[config.mk]
export PLATFORM = sky130hd
export DESIGN_NAME = inst_fetch_queue
export DESIGN_NICKNAME = d
export VERILOG_FILES = /design/src/rtl/inst_fetch_queue.sv
export SDC_FILE = /design/constraint.sdc
export NUM_CORES = 1
export LEC_CHECK = 0
export CORE_MARGIN = 1
export CORE_UTILIZATION = 30
export DETAILED_ROUTE_END_ITERATION = 6
export PLACE_DENSITY = 0.45
export SYNTH_ARGS = -nofsm -noshare
export SYNTH_HDL_FRONTEND = slang
export SYNTH_SLANG_ARGS = --single-unit
[constraint.sdc]
create_clock -name clk -period 3.85 [get_ports clk]
set_input_delay 0.5775 -clock clk [delete_from_list [all_inputs] [get_ports clk]]
set_output_delay 0.5775 -clock clk [all_outputs]
set_load 0.03 [all_outputs]
[src/rtl/inst_fetch_queue.sv]
// Fetches from a combinational ROM into a prefetch FIFO. A word pushed on one edge reaches the head after that edge; a redirect reaches the head after 2 edges.
// Fetch stalls (rom_addr holds) while the FIFO is full and the head is not being popped; a redirect flushes the FIFO and restarts fetch.
module inst_fetch_queue #(
    parameter int unsigned DEPTH    = 4,
    parameter logic [31:0] RESET_PC = 32'h0000_0000
) (
    input  logic                     clk,
    input  logic                     rst,
    output logic                     rom_ce,
    output logic [31:0]              rom_addr,
    input  logic [31:0]              rom_inst,
    output logic                     id_valid,
    input  logic                     id_ready,
    output logic [31:0]              id_pc,
    output logic [31:0]              id_inst,
    input  logic                     redirect,
    input  logic [31:0]              redirect_pc,
    output logic [$clog2(DEPTH):0]   count
);

    localparam int unsigned AW = $clog2(DEPTH);
    localparam logic [AW:0] FULL_CNT = (AW+1)'(DEPTH);

    typedef enum logic {IDLE, RUN} state_t;

    typedef struct packed {
        logic [31:0] pc;
        logic [31:0] inst;
    } entry_t;

    state_t          state;
    state_t          state_nxt;
    logic [31:0]     fetch_pc;
    logic [AW-1:0]   wr_ptr;
    logic [AW-1:0]   rd_ptr;
    entry_t          mem [DEPTH];
    entry_t          head;
    logic            push;
    logic            pop;
    logic [1:0]      unused_redirect_bits;

    assign unused_redirect_bits = redirect_pc[1:0];

    always_ff @(posedge clk or negedge rst) begin
        if (!rst) begin
            state <= IDLE;
        end else begin
            state <= state_nxt;
        end
    end

    always_comb begin
        state_nxt = state;
        case (state)
            IDLE:    state_nxt = RUN;
            RUN:     state_nxt = RUN;
            default: state_nxt = IDLE;
        endcase
    end

    always_comb begin
        rom_ce = (state == RUN);
    end

    assign rom_addr = fetch_pc;
    assign id_valid = (count != '0);

    // Redirect blocks both sides so the word fetched this cycle (old stream) is dropped.
    assign pop  = id_valid & id_ready & ~redirect;
    assign push = rom_ce & ~redirect & ((count != FULL_CNT) | pop);

    always_ff @(posedge clk or negedge rst) begin
        if (!rst) begin
            fetch_pc <= RESET_PC;
            wr_ptr   <= '0;
            rd_ptr   <= '0;
            count    <= '0;
        end else if (redirect) begin
            fetch_pc <= {redirect_pc[31:2], 2'b00};
            wr_ptr   <= '0;
            rd_ptr   <= '0;
            count    <= '0;
        end else begin
            if (push) begin
                fetch_pc <= fetch_pc + 32'd4;
                wr_ptr   <= wr_ptr + AW'(1);
            end
            if (pop) begin
                rd_ptr <= rd_ptr + AW'(1);
            end
            case ({push, pop})
                2'b10:   count <= count + (AW+1)'(1);
                2'b01:   count <= count - (AW+1)'(1);
                default: count <= count;
            endcase
        end
    end

    always_ff @(posedge clk) begin
        if (push) begin
            mem[wr_ptr] <= '{pc: fetch_pc, inst: rom_inst};
        end
    end

    assign head    = mem[rd_ptr];
    assign id_pc   = id_valid ? head.pc   : 32'h0;
    assign id_inst = id_valid ? head.inst : 32'h0;

endmodule

==> results_dict.tcl, run 1 <==
set metrics [dict create \
    pin_count 169 \
    h-tree-depth 2 \
    yosysMostFrequentCell "edfxtp_1" \
    drt-total-wl_mm 27.86 \
    finalHoldViolCount 0 \
    max-cap-violations 0 \
    grtUsageTotal_pct 14.51 \
    die_y_um 198.3 \
    p_comb_share_pct 20.1 \
    required_ns 3.27 \
    finalNetCount 895 \
    crit_slowest_cell "or3_2" \
    root_buffer "clkbuf_16" \
    ys_types 39 \
    io_buffers 162 \
    drt-wirelength-per-cell_um 20.51 \
    hp-class "in -> async" \
    relSlewSlack_pct 36.13 \
    syn_area_mm2 0.01156 \
    tritoncts "built" \
    startpoint "count[0]$_DFFE_PN0P_" \
    cts_resized 0 \
    worstSetupStartpointType "flop" \
    rsz0062_at_grt "false" \
    grt.busiest_layer "met2" \
    setup_viol 0 \
    gp_congestion 0.7244 \
    worstMarginPinSlew_ns 0.9581 \
    synth-seq-cells 286 \
    core-area_mm2 0.03776 \
    avgSynthCellArea_um2 18.20 \
    clock_skew_ns 0.02203 \
    dpl.hpwl_mm 17.19 \
    cts_hold_buf 0 \
    pre_cts_ws_ns 0.7551 \
    synth_area_leader_cell "edfxtp_1" \
    num_vias 6300 \
    layout-drive-gt1-share_pct 17.59 \
    synth_edf_count 248 \
    ys_top_cells_by_area "edfxtp_1 64%, mux4_2 12%, dfrtp_1 8.2%" \
    cts_buffer_depth 3 \
    ant_nets 0 \
    synthFlopType "edfxtp_1" \
    pwr-share-seq_pct 43.8 \
    netlist.area_leader.share_pct 64.44 \
    worst-path-buf-inv 2 \
    nFillCells 3467 \
    cp_max_fo 40 \
    finalNonFillerCells 1358 \
    p_leak_nw 4.911 \
    switching_share_pct 27.44 \
    end_kind "output pin" \
    cpPeakStageDelay_ns 0.79 \
    grt_pass1_wl_mm 42.20 \
    fin_ws_ns 0.3753 \
    finalCriticalPeriod_ns 3.475 \
    postCtsSetupRepairBufs 0 \
    met2_usage_pct 23.94 \
    dieArea_mm2 0.03931 \
    netlist_instances 635 \
    crit_arrival_ns 2.90 \
    fmax_mhz 287.8 \
    gr-usage-met3_pct 3.849 \
    drc 0 \
    dr.first_iter.drc_count 267 \
    clkTransAtPathRegs_ns 0.05 \
    grt_pass1_vias 6901 \
    numCtsBuffers 35 \
    status "finished clean" \
    num_antenna_cells 0 \
    firstDrtPassIters 4 \
    clock_latency_ns 0.52 \
    powerDensity_mw_per_mm2 562.8 \
    tns_ns 0 \
    yosys_warnings 0 \
    timing.final.crit_share_pct 90.25 \
    antenna_found_initial 2 \
    grt_overflow_total 0 \
    timing.rr.start "count[1]$_DFFE_PN0P_" \
    finish.instance_area_mm2 0.01498 \
    irDropWorstVdd_mv 0.2647 \
    maxSlewViolCount 0 \
    die_x_um 198.3 \
    viasPerCell 4.639 \
    cp_top_family "simple AND/OR/NAND/NOR gates" \
    p_int_w 0.006118 \
    path_cells "or3_2 -> buf_12 -> and2_1 -> clkdlybuf4s50_1" \
    area_growth_pct 29.65 \
    place_area_mm2 0.01390 \
    grt_max_degree 50 \
    std_cell_rows 71 \
    p_sw_w 0.002313 \
    yosys-top-cells-count "248 x edfxtp_1, 67 x and2_1, 62 x mux4_2" \
    initial_core_util_pct 30.61 \
    p_clk_share_pct 36.2 \
    ys_seq_area_share_pct 72.67 \
    grtUsageMet1_pct 18.88 \
    cts.sinks 286 \
    place_inst 1295 \
    synth-async-reset-ratio_pct 13.29 \
    path_class "reg -> out" \
]
## power by group through the flow
| stage | clock network (W) | registers, W | logic [W] |
|---|---|---|---|
| 2_1_floorplan | 0 | 0.00375 | 0.000969 |
| 3_3_place_gp | 0 | 0.00375 | 0.00172 |
| 3_5_place_dp | 0 | 0.00376 | 0.00173 |
| 4_1_cts | 0.00316 | 0.00370 | 0.00173 |
| 5_1_grt | 0.00327 | 0.00372 | 0.00181 |
| 6_report | 0.00305 | 0.00369 | 0.00169 |
## cells by family (layout without fill, tap and decap cells)
logic type	count (synthesis)	in the layout	share of synthesized area (%)
AO/OA/AOI/OAI	32	32	1.462
buffers and inverters	37	246	1.440
AND/OR/NAND/NOR	170	170	8.402
adder cells (fa/ha/maj)	6	6	0.7146
flip-flops	286	286	72.67
other	2	5	0.06499
multiplexers	69	69	12.74
XOR/XNOR	33	33	2.501
## per-stage QoR
step	total power (W)	hold slack, ns	utilization (%)
after floorplan	0.004716	0.2819	-
after global placement	0.005469	0.5573	36.82
after detailed placement	0.005487	0.5700	36.82
after CTS	0.008589	0.2236	39.68
after global routing	0.008794	0.2713	39.68
final	0.008431	0.2162	39.68
## final cells by class
| type | instances | area [um2] | share of cell area (%) |
|---|---|---|---|
| clock buffer | 44 | 940.9 | 6.280 |
| clock inverter | 19 | 140.1 | 0.9354 |
| inverter | 4 | 15.01 | 0.1002 |
| multi-input combinational | 315 | 3014 | 20.12 |
| sequential | 286 | 8406 | 56.10 |
| tap | 511 | 639.4 | 4.268 |
| timing repair buffer | 179 | 1827 | 12.19 |
## layout by cell type, fill, tap and decap left out, types with 11 or more instances in the layout
master,synthesis,routed
mux4_2,62,62
nor2_1,14,14
and2_1,67,63
o21ai_0,14,14
nand2_1,38,38
clkdlybuf4s50_1,0,160
clkbuf_16,0,36
dfrtp_1,38,36
edfxtp_1,248,248
nand3_1,13,13
nand4_1,13,13
xor2_1,24,24
o21ai_1,11,11
## per-layer routing
| layer | wire length (um) | up-vias |
|---|---|---|
| li1 | - | 2828 |
| met1 | 12310 | 3251 |
| met2 | 13250 | 171 |
| met3 | 1763 | 48 |
| met4 | 515 | 2 |
| met5 | 17 | - |
## path summary, 6_finish.rpt
path                                       endpoint  slack, ns  cells past startpoint
min reg2reg                   wr_ptr[1]$_DFFE_PN0P_       0.57                      2
min                        rom_addr[12]$_DFFE_PN0P_       0.22                      1
max reg2reg                    mem[2][35]$_DFFE_PP_       1.46                      5
min in group clk               count[2]$_DFFE_PN0P_       0.46                      2
max                                       id_pc[30]       0.38                      4
max in group asynchronous     rd_ptr[1]$_DFFE_PN0P_       2.91                      1
## flip-flops by register name (all words and copies together) (netlist names)
name / count
count: 3
mem: 248
rd_ptr: 2
rom_addr: 30
rom_ce: 1
wr_ptr: 2
## worst register-to-register path, stage by stage (launching register included)
cell	delay (ns)
dfrtp_1	0.54
nor4b_4	0.14
nand2b_1	0.24
nor2_1	0.25
and2_4	0.38
buf_4	0.47
(Power assumes the default switching activity.)
==> run 2: changes to the inputs <==
CTS_CLUSTER_DIAMETER = 40   (was not set)
GPL_TIMING_DRIVEN = 0   (was not set)
==> run 2 against run 1 <==
Die area is the same. Highest routed layer unchanged. Wire length up 1.8%. Combinational power grew 3%.
==> results_dict.tcl, run 2 (same netlist as run 1, synthesis figures left out) <==
set metrics [dict create \
    status "finished clean" \
    path_cells "buf_2 -> buf_2 -> mux4_2 -> and2_1 -> clkdlybuf4s50_1" \
    io_buffers 161 \
    clkTransAtPathRegs_ns 0.05 \
    rsz0062_at_grt "false" \
    drt-wirelength-per-cell_um 20.28 \
    utilization_pct 40.99 \
    top_register "mem" \
    p_leak_nw 5.177 \
    clock_skew_ns 0.009353 \
    path_class "reg -> out" \
    worstSetupStartpointType "flop" \
    fmax_mhz 279.3 \
    tritoncts "built" \
    area_growth_pct 33.93 \
    finalCriticalPeriod_ns 3.581 \
    dpl.hpwl_mm 18.08 \
    powerDensity_mw_per_mm2 603.7 \
    cts_buffer_depth 3 \
    dr.first_iter.drc_count 310 \
    layout-drive-gt1-share_pct 19.98 \
    grt_overflow_total 0 \
    tns_ns 0 \
    required_ns 3.27 \
    place_area_mm2 0.01395 \
    h-tree-depth 2 \
    postCtsSetupRepairBufs 0 \
    grt_pass1_wl_mm 43.26 \
    largest_reg_flops 248 \
    hp-class "in -> async" \
    drc 0 \
    root_buffer "clkbuf_16" \
    clock_latency_ns 0.53 \
    finish.instance_area_mm2 0.01548 \
    irDropWorstVdd_mv 0.2916 \
    drt-total-wl_mm 28.36 \
    cp_max_fo 10 \
    end_kind "output pin" \
    maxSlewViolCount 0 \
    initial_core_util_pct 30.61 \
    timing.final.crit_share_pct 93.01 \
    finalNetCount 924 \
    num_vias 6494 \
    cpPeakStageDelay_ns 0.60 \
    crit_slowest_cell "clkdlybuf4s50_1" \
    ant_nets 0 \
    r2r_setup_slack_ns 1.46 \
    relSlewSlack_pct 50.80 \
    firstDrtPassIters 4 \
    grtUsageTotal_pct 14.84 \
    std_cell_rows 71 \
    die_y_um 198.3 \
    r2r_cells 5 \
    final_common_cell "edfxtp_1" \
    core-area_mm2 0.03776 \
    crit_arrival_ns 3.00 \
    grt_max_degree 48 \
    r2r-end "mem[2][9]$_DFFE_PP_" \
    timing.rr.start "count[0]$_DFFE_PN0P_" \
    critPathMostFrequentCell "buf_2" \
    setup_viol 0 \
    pin_count 169 \
    grt_pass1_vias 7203 \
    dieArea_mm2 0.03931 \
    worstMarginPinSlew_ns 0.7318 \
    cts.sinks 286 \
    antenna_found_initial 3 \
    gp_congestion 0.7683 \
    total_power_w 0.009344 \
    finalHoldViolCount 0 \
    viasPerCell 4.645 \
    mostFrequentLayoutCells "248 x edfxtp_1, 160 x clkdlybuf4s50_1, 63 x and2_1" \
    max-cap-violations 0 \
    numCtsBuffers 44 \
    die_x_um 198.3 \
]
run 2: cell type report:
cell class              count  area [um2]
inverters                   4       15.01
multi-input cells         315        3013
clock buffers              51        1190
clock inverters            31       317.8
well taps                 511       639.4
repair buffers            167        1747
fillers                  3435       22280
plain buffers              32       155.1
diodes                      1       2.502
flip-flops and latches    286        8398
run 2: through the flow:
step | std cells | setup slack, ns | hold WS [ns]
3_3_place_gp | 1310 | -1.367 | 0.5492
6_report | 1398 | 0.2690 | 0.4047
5_1_grt | 1397 | 0.07810 | 0.3959
2_1_floorplan | 638 | 0.7966 | 0.2819
3_5_place_dp | 1315 | 0.5831 | 0.4253
4_1_cts | 1398 | 0.002158 | 0.3816
run 2: power breakdown:
part           switching, W  internal [W]  leakage (nW)
clock               0.00144       0.00251         0.739
sequential         0.000115       0.00353          2.73
combinational      0.000971      0.000772          1.71
run 2: how the worst max path moves through the flow:
stage / startpoint / endpoint / slack, ns / cells after the start
5_1_grt: rd_ptr[0]$_DFFE_PN0P_ / id_pc[13] / 0.08 / 5
3_5_place_dp: rd_ptr[1]$_DFFE_PN0P_ / id_pc[30] / 0.58 / 5
2_1_floorplan: count[1]$_DFFE_PN0P_ / mem[0][0]$_DFFE_PP_ / 0.80 / 4
6_report: rd_ptr[0]$_DFFE_PN0P_ / id_pc[13] / 0.27 / 5
3_3_place_gp: id_ready / mem[0][18]$_DFFE_PP_ / -1.37 / 5
4_1_cts: rd_ptr[1]$_DFFE_PN0P_ / id_pc[30] / 0.002 / 5
run 2: worst max-delay path, delay by kind of cell, from the launching register on:
kind,cells,cell delay (ns)
buffers and inverters,3,1.37
DFF,1,0.32
muxes,1,0.57
and+or+nand+nor,1,0.21
run 2: layer usage:
metal / up-vias / part of all wire (%) / wire, um / global-route usage (%)
li1: 2916 / - / - / -
met4: 4 / 1.9 / 534 / 4.536
met2: 191 / 48 / 13660 / 24.35
met3: 53 / 6.9 / 1965 / 4.207
met1: 3330 / 43 / 12160 / 18.96
met5: - / 0.11 / 32 / 0
run 2: timing repair:
action,4_1_cts,5_1_grt
endpoints found under the hold margin,5,0
setup endpoints to repair,1,38
hold buffers,1,0
gates cloned,0,0
resized for setup,1,10
